[src/rtl/pipe_pkg.sv]
// Shared pipeline types for the RV32I core: datapath widths, decoded
// control bundle layout and ALU operation encoding.
package pipe_pkg;

  localparam int XLEN   = 32;
  localparam int REG_AW = 5;

  typedef enum logic [3:0] {
    ALU_ADD  = 4'd0,
    ALU_SUB  = 4'd1,
    ALU_SLL  = 4'd2,
    ALU_SLT  = 4'd3,
    ALU_SLTU = 4'd4,
    ALU_XOR  = 4'd5,
    ALU_SRL  = 4'd6,
    ALU_SRA  = 4'd7,
    ALU_OR   = 4'd8,
    ALU_AND  = 4'd9,
    ALU_PASS = 4'd10
  } alu_op_e;

  // Field order matches the packed ID_ctrl bus, MSB first.
  typedef struct packed {
    logic    reg_write;
    logic    mem_read;
    logic    mem_write;
    logic    mem_to_reg;
    logic    alu_src;
    logic    branch;
    logic    jump;
    alu_op_e alu_op;
    logic    lui;
  } ctrl_t;

  localparam ctrl_t CTRL_BUBBLE = '0;

endpackage

[src/rtl/hazard_detect.sv]
// Load-use hazard detection and front-end enables for the ID/EX boundary.
// Purely combinational; also reused by the stall-reporting path.
module hazard_detect #(
  parameter int REG_AW = pipe_pkg::REG_AW
) (
  input  logic              i_ex_valid,
  input  logic              i_ex_mem_read,
  input  logic [REG_AW-1:0] i_ex_rd,
  input  logic              i_id_valid,
  input  logic [REG_AW-1:0] i_id_rs1,
  input  logic [REG_AW-1:0] i_id_rs2,
  input  logic              i_branch_taken,
  input  logic              i_mem_busy,
  output logic              o_lu,
  output logic              o_load_use_stall,
  output logic              o_pc_write,
  output logic              o_if_id_write,
  output logic              o_if_id_flush
);

  logic w_rd_nonzero;
  logic w_rd_match;

  assign w_rd_nonzero = (i_ex_rd != '0);
  assign w_rd_match   = (i_ex_rd == i_id_rs1) || (i_ex_rd == i_id_rs2);

  assign o_lu = i_ex_valid & i_ex_mem_read & w_rd_nonzero & i_id_valid & w_rd_match;

  // A taken branch discards the dependent instruction, so no stall is reported.
  assign o_load_use_stall = o_lu & ~i_branch_taken;

  assign o_pc_write    = ~i_mem_busy & (i_branch_taken | ~o_lu);
  assign o_if_id_write = ~i_mem_busy & ~o_load_use_stall;
  assign o_if_id_flush = i_branch_taken & ~i_mem_busy;

endmodule

[src/rtl/id_ex_stage.sv]
// ID/EX pipeline register with load-use bubbles, WB->ID bypass and x0 sanitising.
// Optional performance counters enabled by defining ID_EX_PERF_CNT_EN.
module id_ex_stage #(
  parameter int XLEN   = pipe_pkg::XLEN,
  parameter int REG_AW = pipe_pkg::REG_AW
) (
  input  logic              clk,
  input  logic              rst_n,
  input  logic              ID_valid,
  input  logic [XLEN-1:0]   ID_pc,
  input  logic [REG_AW-1:0] ID_rs1,
  input  logic [REG_AW-1:0] ID_rs2,
  input  logic [REG_AW-1:0] ID_rd,
  input  logic [XLEN-1:0]   ID_rs1_data,
  input  logic [XLEN-1:0]   ID_rs2_data,
  input  logic [XLEN-1:0]   ID_imm,
  input  logic [11:0]       ID_ctrl,
  input  logic              WB_RegWrite,
  input  logic [REG_AW-1:0] WB_rd,
  input  logic [XLEN-1:0]   WB_wdata,
  input  logic              EX_BranchTaken,
  input  logic              MEM_Busy,
  output logic              EX_valid,
  output logic [XLEN-1:0]   EX_pc,
  output logic [XLEN-1:0]   EX_rs1_data,
  output logic [XLEN-1:0]   EX_rs2_data,
  output logic [XLEN-1:0]   EX_imm,
  output logic [REG_AW-1:0] EX_rs1,
  output logic [REG_AW-1:0] EX_rs2,
  output logic [REG_AW-1:0] EX_rd,
  output logic [11:0]       EX_ctrl,
  output logic              PC_Write,
  output logic              IF_ID_Write,
  output logic              IF_ID_Flush,
`ifdef ID_EX_PERF_CNT_EN
  output logic [31:0]       Stall_Cnt,
  output logic [31:0]       Flush_Cnt,
`endif
  output logic              LoadUse_Stall
);

  import pipe_pkg::*;

  logic              r_ex_valid;
  logic [XLEN-1:0]   r_ex_pc;
  logic [XLEN-1:0]   r_ex_rs1_data;
  logic [XLEN-1:0]   r_ex_rs2_data;
  logic [XLEN-1:0]   r_ex_imm;
  logic [REG_AW-1:0] r_ex_rs1;
  logic [REG_AW-1:0] r_ex_rs2;
  logic [REG_AW-1:0] r_ex_rd;
  ctrl_t             r_ex_ctrl;

  ctrl_t             w_id_ctrl;
  logic              w_rs1_bypass;
  logic              w_rs2_bypass;
  logic              w_lu;

  logic              w_nx_valid;
  logic [XLEN-1:0]   w_nx_pc;
  logic [XLEN-1:0]   w_nx_rs1_data;
  logic [XLEN-1:0]   w_nx_rs2_data;
  logic [XLEN-1:0]   w_nx_imm;
  logic [REG_AW-1:0] w_nx_rs1;
  logic [REG_AW-1:0] w_nx_rs2;
  logic [REG_AW-1:0] w_nx_rd;
  ctrl_t             w_nx_ctrl;

  assign w_id_ctrl = ctrl_t'(ID_ctrl);

  // The register file writes at the end of the cycle, so same-cycle WB data is newer.
  assign w_rs1_bypass = WB_RegWrite && (WB_rd != '0) && (WB_rd == ID_rs1);
  assign w_rs2_bypass = WB_RegWrite && (WB_rd != '0) && (WB_rd == ID_rs2);

  hazard_detect #(
    .REG_AW (REG_AW)
  ) u_hazard_detect (
    .i_ex_valid       (r_ex_valid),
    .i_ex_mem_read    (r_ex_ctrl.mem_read),
    .i_ex_rd          (r_ex_rd),
    .i_id_valid       (ID_valid),
    .i_id_rs1         (ID_rs1),
    .i_id_rs2         (ID_rs2),
    .i_branch_taken   (EX_BranchTaken),
    .i_mem_busy       (MEM_Busy),
    .o_lu             (w_lu),
    .o_load_use_stall (LoadUse_Stall),
    .o_pc_write       (PC_Write),
    .o_if_id_write    (IF_ID_Write),
    .o_if_id_flush    (IF_ID_Flush)
  );

  // Candidate load value: the decoded instruction, or a bubble when the slot is empty.
  always_comb begin
    w_nx_valid    = 1'b0;
    w_nx_pc       = '0;
    w_nx_rs1_data = '0;
    w_nx_rs2_data = '0;
    w_nx_imm      = '0;
    w_nx_rs1      = '0;
    w_nx_rs2      = '0;
    w_nx_rd       = '0;
    w_nx_ctrl     = CTRL_BUBBLE;
    if (ID_valid) begin
      w_nx_valid    = 1'b1;
      w_nx_pc       = ID_pc;
      w_nx_rs1_data = w_rs1_bypass ? WB_wdata : ID_rs1_data;
      w_nx_rs2_data = w_rs2_bypass ? WB_wdata : ID_rs2_data;
      w_nx_imm      = ID_imm;
      w_nx_rs1      = ID_rs1;
      w_nx_rs2      = ID_rs2;
      w_nx_rd       = ID_rd;
      w_nx_ctrl     = w_id_ctrl;
      // Forwarding does not check rd!=0, so writes to x0 are dropped here.
      w_nx_ctrl.reg_write = w_id_ctrl.reg_write & (ID_rd != '0);
    end
  end

  always_ff @(posedge clk or negedge rst_n) begin
    if (!rst_n) begin
      r_ex_valid    <= 1'b0;
      r_ex_pc       <= '0;
      r_ex_rs1_data <= '0;
      r_ex_rs2_data <= '0;
      r_ex_imm      <= '0;
      r_ex_rs1      <= '0;
      r_ex_rs2      <= '0;
      r_ex_rd       <= '0;
      r_ex_ctrl     <= CTRL_BUBBLE;
    end else if (!MEM_Busy) begin
      if (EX_BranchTaken || w_lu) begin
        r_ex_valid    <= 1'b0;
        r_ex_pc       <= '0;
        r_ex_rs1_data <= '0;
        r_ex_rs2_data <= '0;
        r_ex_imm      <= '0;
        r_ex_rs1      <= '0;
        r_ex_rs2      <= '0;
        r_ex_rd       <= '0;
        r_ex_ctrl     <= CTRL_BUBBLE;
      end else begin
        r_ex_valid    <= w_nx_valid;
        r_ex_pc       <= w_nx_pc;
        r_ex_rs1_data <= w_nx_rs1_data;
        r_ex_rs2_data <= w_nx_rs2_data;
        r_ex_imm      <= w_nx_imm;
        r_ex_rs1      <= w_nx_rs1;
        r_ex_rs2      <= w_nx_rs2;
        r_ex_rd       <= w_nx_rd;
        r_ex_ctrl     <= w_nx_ctrl;
      end
    end
  end

  assign EX_valid    = r_ex_valid;
  assign EX_pc       = r_ex_pc;
  assign EX_rs1_data = r_ex_rs1_data;
  assign EX_rs2_data = r_ex_rs2_data;
  assign EX_imm      = r_ex_imm;
  assign EX_rs1      = r_ex_rs1;
  assign EX_rs2      = r_ex_rs2;
  assign EX_rd       = r_ex_rd;
  assign EX_ctrl     = r_ex_ctrl;

`ifdef ID_EX_PERF_CNT_EN
  logic [31:0] r_stall_cnt;
  logic [31:0] r_flush_cnt;

  // Both counters saturate rather than wrap.
  always_ff @(posedge clk or negedge rst_n) begin
    if (!rst_n) begin
      r_stall_cnt <= '0;
      r_flush_cnt <= '0;
    end else begin
      if (LoadUse_Stall && !MEM_Busy && (r_stall_cnt != 32'hFFFF_FFFF))
        r_stall_cnt <= r_stall_cnt + 32'd1;
      if (IF_ID_Flush && (r_flush_cnt != 32'hFFFF_FFFF))
        r_flush_cnt <= r_flush_cnt + 32'd1;
    end
  end

  assign Stall_Cnt = r_stall_cnt;
  assign Flush_Cnt = r_flush_cnt;
`endif

endmodule
[config.mk]
export PLATFORM = sky130hd
export DESIGN_NAME = id_ex_stage
export DESIGN_NICKNAME = d
export VERILOG_FILES = /design/src/rtl/pipe_pkg.sv /design/src/rtl/hazard_detect.sv /design/src/rtl/id_ex_stage.sv
export SDC_FILE = /design/constraint.sdc
export NUM_CORES = 1
export LEC_CHECK = 0
export CORE_UTILIZATION = 25
export CTS_CLUSTER_SIZE = 16
export DETAILED_ROUTE_END_ITERATION = 16
export GPL_ROUTABILITY_DRIVEN = 1
export PLACE_DENSITY_LB_ADDON = 0.2
export SLEW_MARGIN = 30
export SYNTH_ARGS = -nofsm -noshare
export SYNTH_HDL_FRONTEND = slang
export SYNTH_SLANG_ARGS = --single-unit
[constraint.sdc]
create_clock -name clk -period 2.39 [get_ports clk]
set_clock_uncertainty 0.1 [all_clocks]
set_input_delay 0.239 -clock clk [delete_from_list [all_inputs] [get_ports clk]]
set_output_delay 0.239 -clock clk [all_outputs]
set_load 0.005 [all_outputs]
==> summary.txt <==
status - completed
fin util - 0.445
first-pass GRT wire length - 34500 um
clk_lat worst skew - 0.41 ns
CP Launch Point - EX_rd[2]
Final Setup Violations - 0
Yosys cell types - 24
clock tree from TritonCTS - yes
#FFs+latches synth - 156
overall die height - 164 um
Root Buffer - clkbuf_16
Seq pwr share - 0.436
Period Utilization, post-route - 0.939
fillcell total - 2451
Final GP Congestion - 0.759
Ys Warns - 0
multi-input logic area - 2420 um^2
layout cell share with drive strength beyond 1 - 0.110
Clk pwr share - 0.390
Worst R2R Setup Slack - 0.22 ns
final hold violations - 0
DR WL/cell - 18.4 um
max-slew violation count - 0
vias post-DR - 5588
required time worst endpoint - 2.05 ns
flip-flop and latch area - 3910 um^2
WS Path Type - reg -> out
dominant synthesized flop cell - dfrtp_1
clock buffer count from CTS - 17
Worst setup SP type - flip-flop
P per Cell Area - 582 nW/um^2
Worst VDD drop - 0.322 mV
Worst setup EP type - output pin
cells after synthesis - 526
dpl ws - -0.256 ns
fin nets - 1098
Leak Pwr - 4.70 nW
Final ANT Viol Nets - 0
post-detail-place hpwl - 16400 um
switching power - 1.70 mW
Overall Power - 6.60 mW
sequential area share after synthesis - 0.594
Mean Syn Cell Area - 12.5 um^2
Post-Syn Area - 6580 um^2
largest net degree at the start of global routing - 100
Cell Count, Final, Fillers Out - 1243
asr flop ratio synth - 1.00
crit-path max FO - 2
ANT cells - 0
IO Port Bufs - 357
initial antenna violation count - 0
starting density of the core - 0.258
die area - 27000 um^2
most frequent cells in the layout - clkdlybuf4s50_1 (352), dfrtp_1 (154), a22o_1 (81)
DR vias/cell - 4.50
worst setup margin - 0.145 ns
Fin Hold WS - 0.244 ns
vias in the first global route - 5812
Routed WL - 22900 um
Rel. slew slack - 0.564
Power Internal - 4.90 mW
data arrival time at the worst-slack endpoint - 1.91 ns
Sw Share - 0.258
I/O Pins - 358
Placed Cells incl. Taps - 1209
DR pass1 iterations - 5
Hold Crit Class - in -> async
H-tree lvl count - 4
commonest non-fill, non-tap cell in the layout - clkdlybuf4s50_1
max-cap violations - 0
floorplan row count - 58
Critical R2R Launch - EX_rd[2]
Fmax - 445 MHz
drt drc - 0
initial DRC count - 291
Synthesized Nets - 724
DIE WIDTH - 164 um
Std-Cell Core Area - 25500 um^2
number of enable flip-flop cells after synthesis - 0
Tightest Pin Transition - 0.654 ns
GR Overflow Total - 0
Logic pwr share - 0.173
reg2reg path depth - 6
clk buf depth - 2
Tmin final - 2.24 ns
Area Overhead vs Synth - 72.3%
overall routing resource usage - 0.169
CTS clk-pin slew, worst paths - 0.07 ns
clk sinks - 156
==> flip-flops by register name, summed over array words and instances (netlist names) <==
| name | count |
|---|---|
| EX_ctrl | 12 |
| EX_imm | 32 |
| EX_pc | 32 |
| EX_rd | 5 |
| EX_rs1 | 5 |
| EX_rs1_data | 32 |
| EX_rs2 | 5 |
| EX_rs2_data | 32 |
| EX_valid | 1 |
==> repair_timing <==
item | CTS | global route
setup buffers | 0 | 1
pin swaps | 1 | 5
gates resized for setup | 12 | 10
hold endpoints to repair | 45 | 0
hold buffers | 1 | 0
setup endpoints to repair | 3 | 3
==> final cells by class <==
class,count,share of cell area
clock buffers,19,0.0391
clock inverters,13,0.00961
multi-input cells,327,0.214
flip-flops and latches,156,0.345
well taps,330,0.0364
repair buffers,398,0.356
==> stage by stage <==
step	setup TNS, ns	cell area (um^2)
2_1_floorplan	0	6580
3_3_place_gp	-4.82	10700
3_5_place_dp	-5.71	10700
4_1_cts	0	11300
5_1_grt	-0.0293	11300
6_report	0	11300
==> routing by layer <==
| metal | track usage | vias up | routed length, um |
|---|---|---|---|
| met2 | 0.274 | 210 | 11000 |
| li1 | - | 2650 | - |
| met3 | 0.0510 | 20 | 1720 |
| met1 | 0.212 | 2708 | 9820 |
| met4 | 0.0564 | 0 | 374 |
| met5 | 0 | - | 0 |
==> logic make-up (layout without fill, tap and decap cells) <==
| family | Yosys count | count (layout) | synth area share |
|---|---|---|---|
| AO/OA/AOI/OAI | 161 | 161 | 0.180 |
| XOR/XNOR | 20 | 20 | 0.0266 |
| buffers and inverters | 43 | 430 | 0.0470 |
| flip-flops | 156 | 156 | 0.594 |
| multiplexers | 64 | 64 | 0.0974 |
| AND/OR/NAND/NOR | 82 | 82 | 0.0552 |
==> worst max-delay path, stage by stage, from the launching register on <==
cell and delay, ns:
dfrtp_1 0.38, or4_4 0.56, o2111ai_4 0.23, nor3_2 0.07
nor2_2 0.11, buf_2 0.15
==> synthesized netlist by cell type (4+ instances only) <==
cell type	number	area [um^2]
a22o_1	81	709
a22o_2	9	90.1
buf_4	8	60.1
buf_6	13	146
clkbuf_1	20	75.1
dfrtp_1	156	3900
mux2i_1	64	641
nand2_1	67	251
nor2_1	4	15.0
o21ai_0	43	215
o21ai_1	23	115
xnor2_1	6	52.6
xor2_1	14	123
==> power by group through the flow <==
stage	Combinational, mW	Sequential, mW	Clock [mW]
2_1_floorplan	0.291	2.93	0
3_3_place_gp	1.15	2.92	0
3_5_place_dp	1.15	2.92	0
4_1_cts	1.16	2.88	2.67
5_1_grt	1.24	2.90	2.77
6_report	1.14	2.88	2.58
==> final timing paths <==
path                              endpoint
setup / recovery                  PC_Write
hold / removal             EX_rs1_data[14]
setup reg to reg                 EX_pc[15]
hold reg to reg             EX_rs2_data[0]
max in group asynchronous        EX_pc[21]
min in group clk                 EX_pc[22]
No activity file was read; power rests on OpenSTA's default activity.
==> edit (same flow settings) <==
Set the package constant `REG_AW` to 4 (it was 5).
--- a/src/rtl/pipe_pkg.sv
+++ b/src/rtl/pipe_pkg.sv
@@ -4,5 +4,5 @@
 
   localparam int XLEN   = 32;
-  localparam int REG_AW = 5;
+  localparam int REG_AW = 4;
 
   typedef enum logic [3:0] {
Ports: changed (7 resized); port bits go from 358 to 351. The function was not compared with the original's and may differ.
==> edit against the unedited design <==
Cell count fell by 2.5%; core utilization rose by 0.15 points; critical path depth rose by 2; routed wire length fell by 3.6%; count of clock-buffer cells in the layout fell by 1; synthesized area fell by 4.3%; sequential cell count fell by 3; setup slack got worse by 0.81 ps; synthesized cell count fell by 2.7%; sequential power fell by 2%; design area fell by 3.4%; non-clock buffer count fell by 12; power fell by 0.41%; largest cell class unchanged; highest routed layer unchanged.
==> edit: results (changes against the unedited design) <==
Worst Tran Pin Value - 610.7 ps (was 653.8 ps)
GRT met1 Usage - 0.2209 (was 0.2116)
Vias in the first global route - 5711 (was 5812)
R2R Path Start - EX_rd[1] (was EX_rd[2])
Met2 WL post-DR - 10.76 mm (was 10.97 mm)
Drt wl/cell - 18.20 µm (was 18.41 µm)
Pre-CTS WS - -251.6 ps (was -256.4 ps)
CP max stage delay - 390 ps (was 560 ps)
R2r setup slk - 320 ps (was 220 ps)
Share of post-route cells with drive strength above 1 - 0.09234 (was 0.1095)
Total track usage - 0.1730 (was 0.1685)
Post-synth top cells - dfrtp_1, a22o_1, nand2_1 (unchanged)
First-pass GRT wire length - 34.29 mm (was 34.45 mm)
Leakage - 4.815 nW (was 4.698 nW)
Synthesized instance count - 512 (was 526)
Status - completed (unchanged)
Crit-path max FO - 4 (was 2)
Met3 usage - 0.05527 (was 0.05101)
Slowest stage cell, crit path - dfrtp_1 (was or4_4)
Reg2reg path depth - 8 (was 6)
Seq/Total Area, Yosys - 0.6086 (was 0.5937)
Post-synth net total - 706 (was 724)
Largest net degree at the start of global routing - 99 (was 100)
Met2 usage - 0.2861 (was 0.2741)
FF-to-FF End - EX_rs2_data[22] (was EX_pc[15])
DR iter-0 viols - 242 (was 291)
Final net count - 1069 (was 1098)
Largest cells by area after synthesis - dfrtp_1, a22o_1, mux2i_1 (unchanged)
Metal-1 WL - 9.439 mm (was 9.819 mm)
Vias per cell - 4.495 (was 4.496)
PortBufs - 350 (was 357)
-- edit: critical path, delay by kind of cell (launching register included) --
family / cells / cell delay [ps]
buf+inv: 2 / 280
flops: 1 / 390
simple gates: 3 / 530
compound gates: 1 / 120
xor+xnor: 1 / 170
-- edit: power by group --
group	internal (mW)	total, mW	switching, mW
logic	0.708	1.11	0.400
registers	2.73	2.82	0.0839
clock network	1.40	2.64	1.24
-- edit: cells by family (layout without fill, tap and decap cells) --
logic type | after synthesis | in the layout | synth area share
mux | 64 | 64 | 0.1018
flops | 153 | 153 | 0.6086
buf+inv | 42 | 418 | 0.03640
compound gates | 155 | 155 | 0.1776
xor+xnor | 16 | 16 | 0.02227
simple gates | 82 | 82 | 0.05330
-- edit: cell type report --
| class | count | area, µm² | share of cell area |
|---|---|---|---|
| clock inverters | 14 | 132.6 | 0.01212 |
| well taps | 324 | 405.4 | 0.03703 |
| flip-flops and latches | 153 | 3830 | 0.3499 |
| repair buffers | 386 | 3876 | 0.3541 |
| multi-input cells | 317 | 2263 | 0.2068 |
| clock buffers | 18 | 439.2 | 0.04012 |
-- edit: worst max-delay path by stage --
stage	start	to	slack, ps
after floorplan	EX_rd[1]	EX_imm[10]	530
after global routing	EX_rd[1]	PC_Write	5
final	EX_rd[1]	IF_ID_Write	140
after global placement	ID_rs1[1]	LoadUse_Stall	-300
after CTS	EX_rd[2]	LoadUse_Stall	10
after detailed placement	ID_rs1[1]	PC_Write	-250
-- edit: what timing repair did --
| item | in CTS | in global routing |
|---|---|---|
| resized for setup | 16 | 1 |
| setup buffers | 2 | 1 |
| hold endpoints to repair | 54 | 0 |
| endpoints found under the setup margin | 3 | 3 |
| hold buffers | 1 | 0 |
| pin swaps | 5 | 3 |
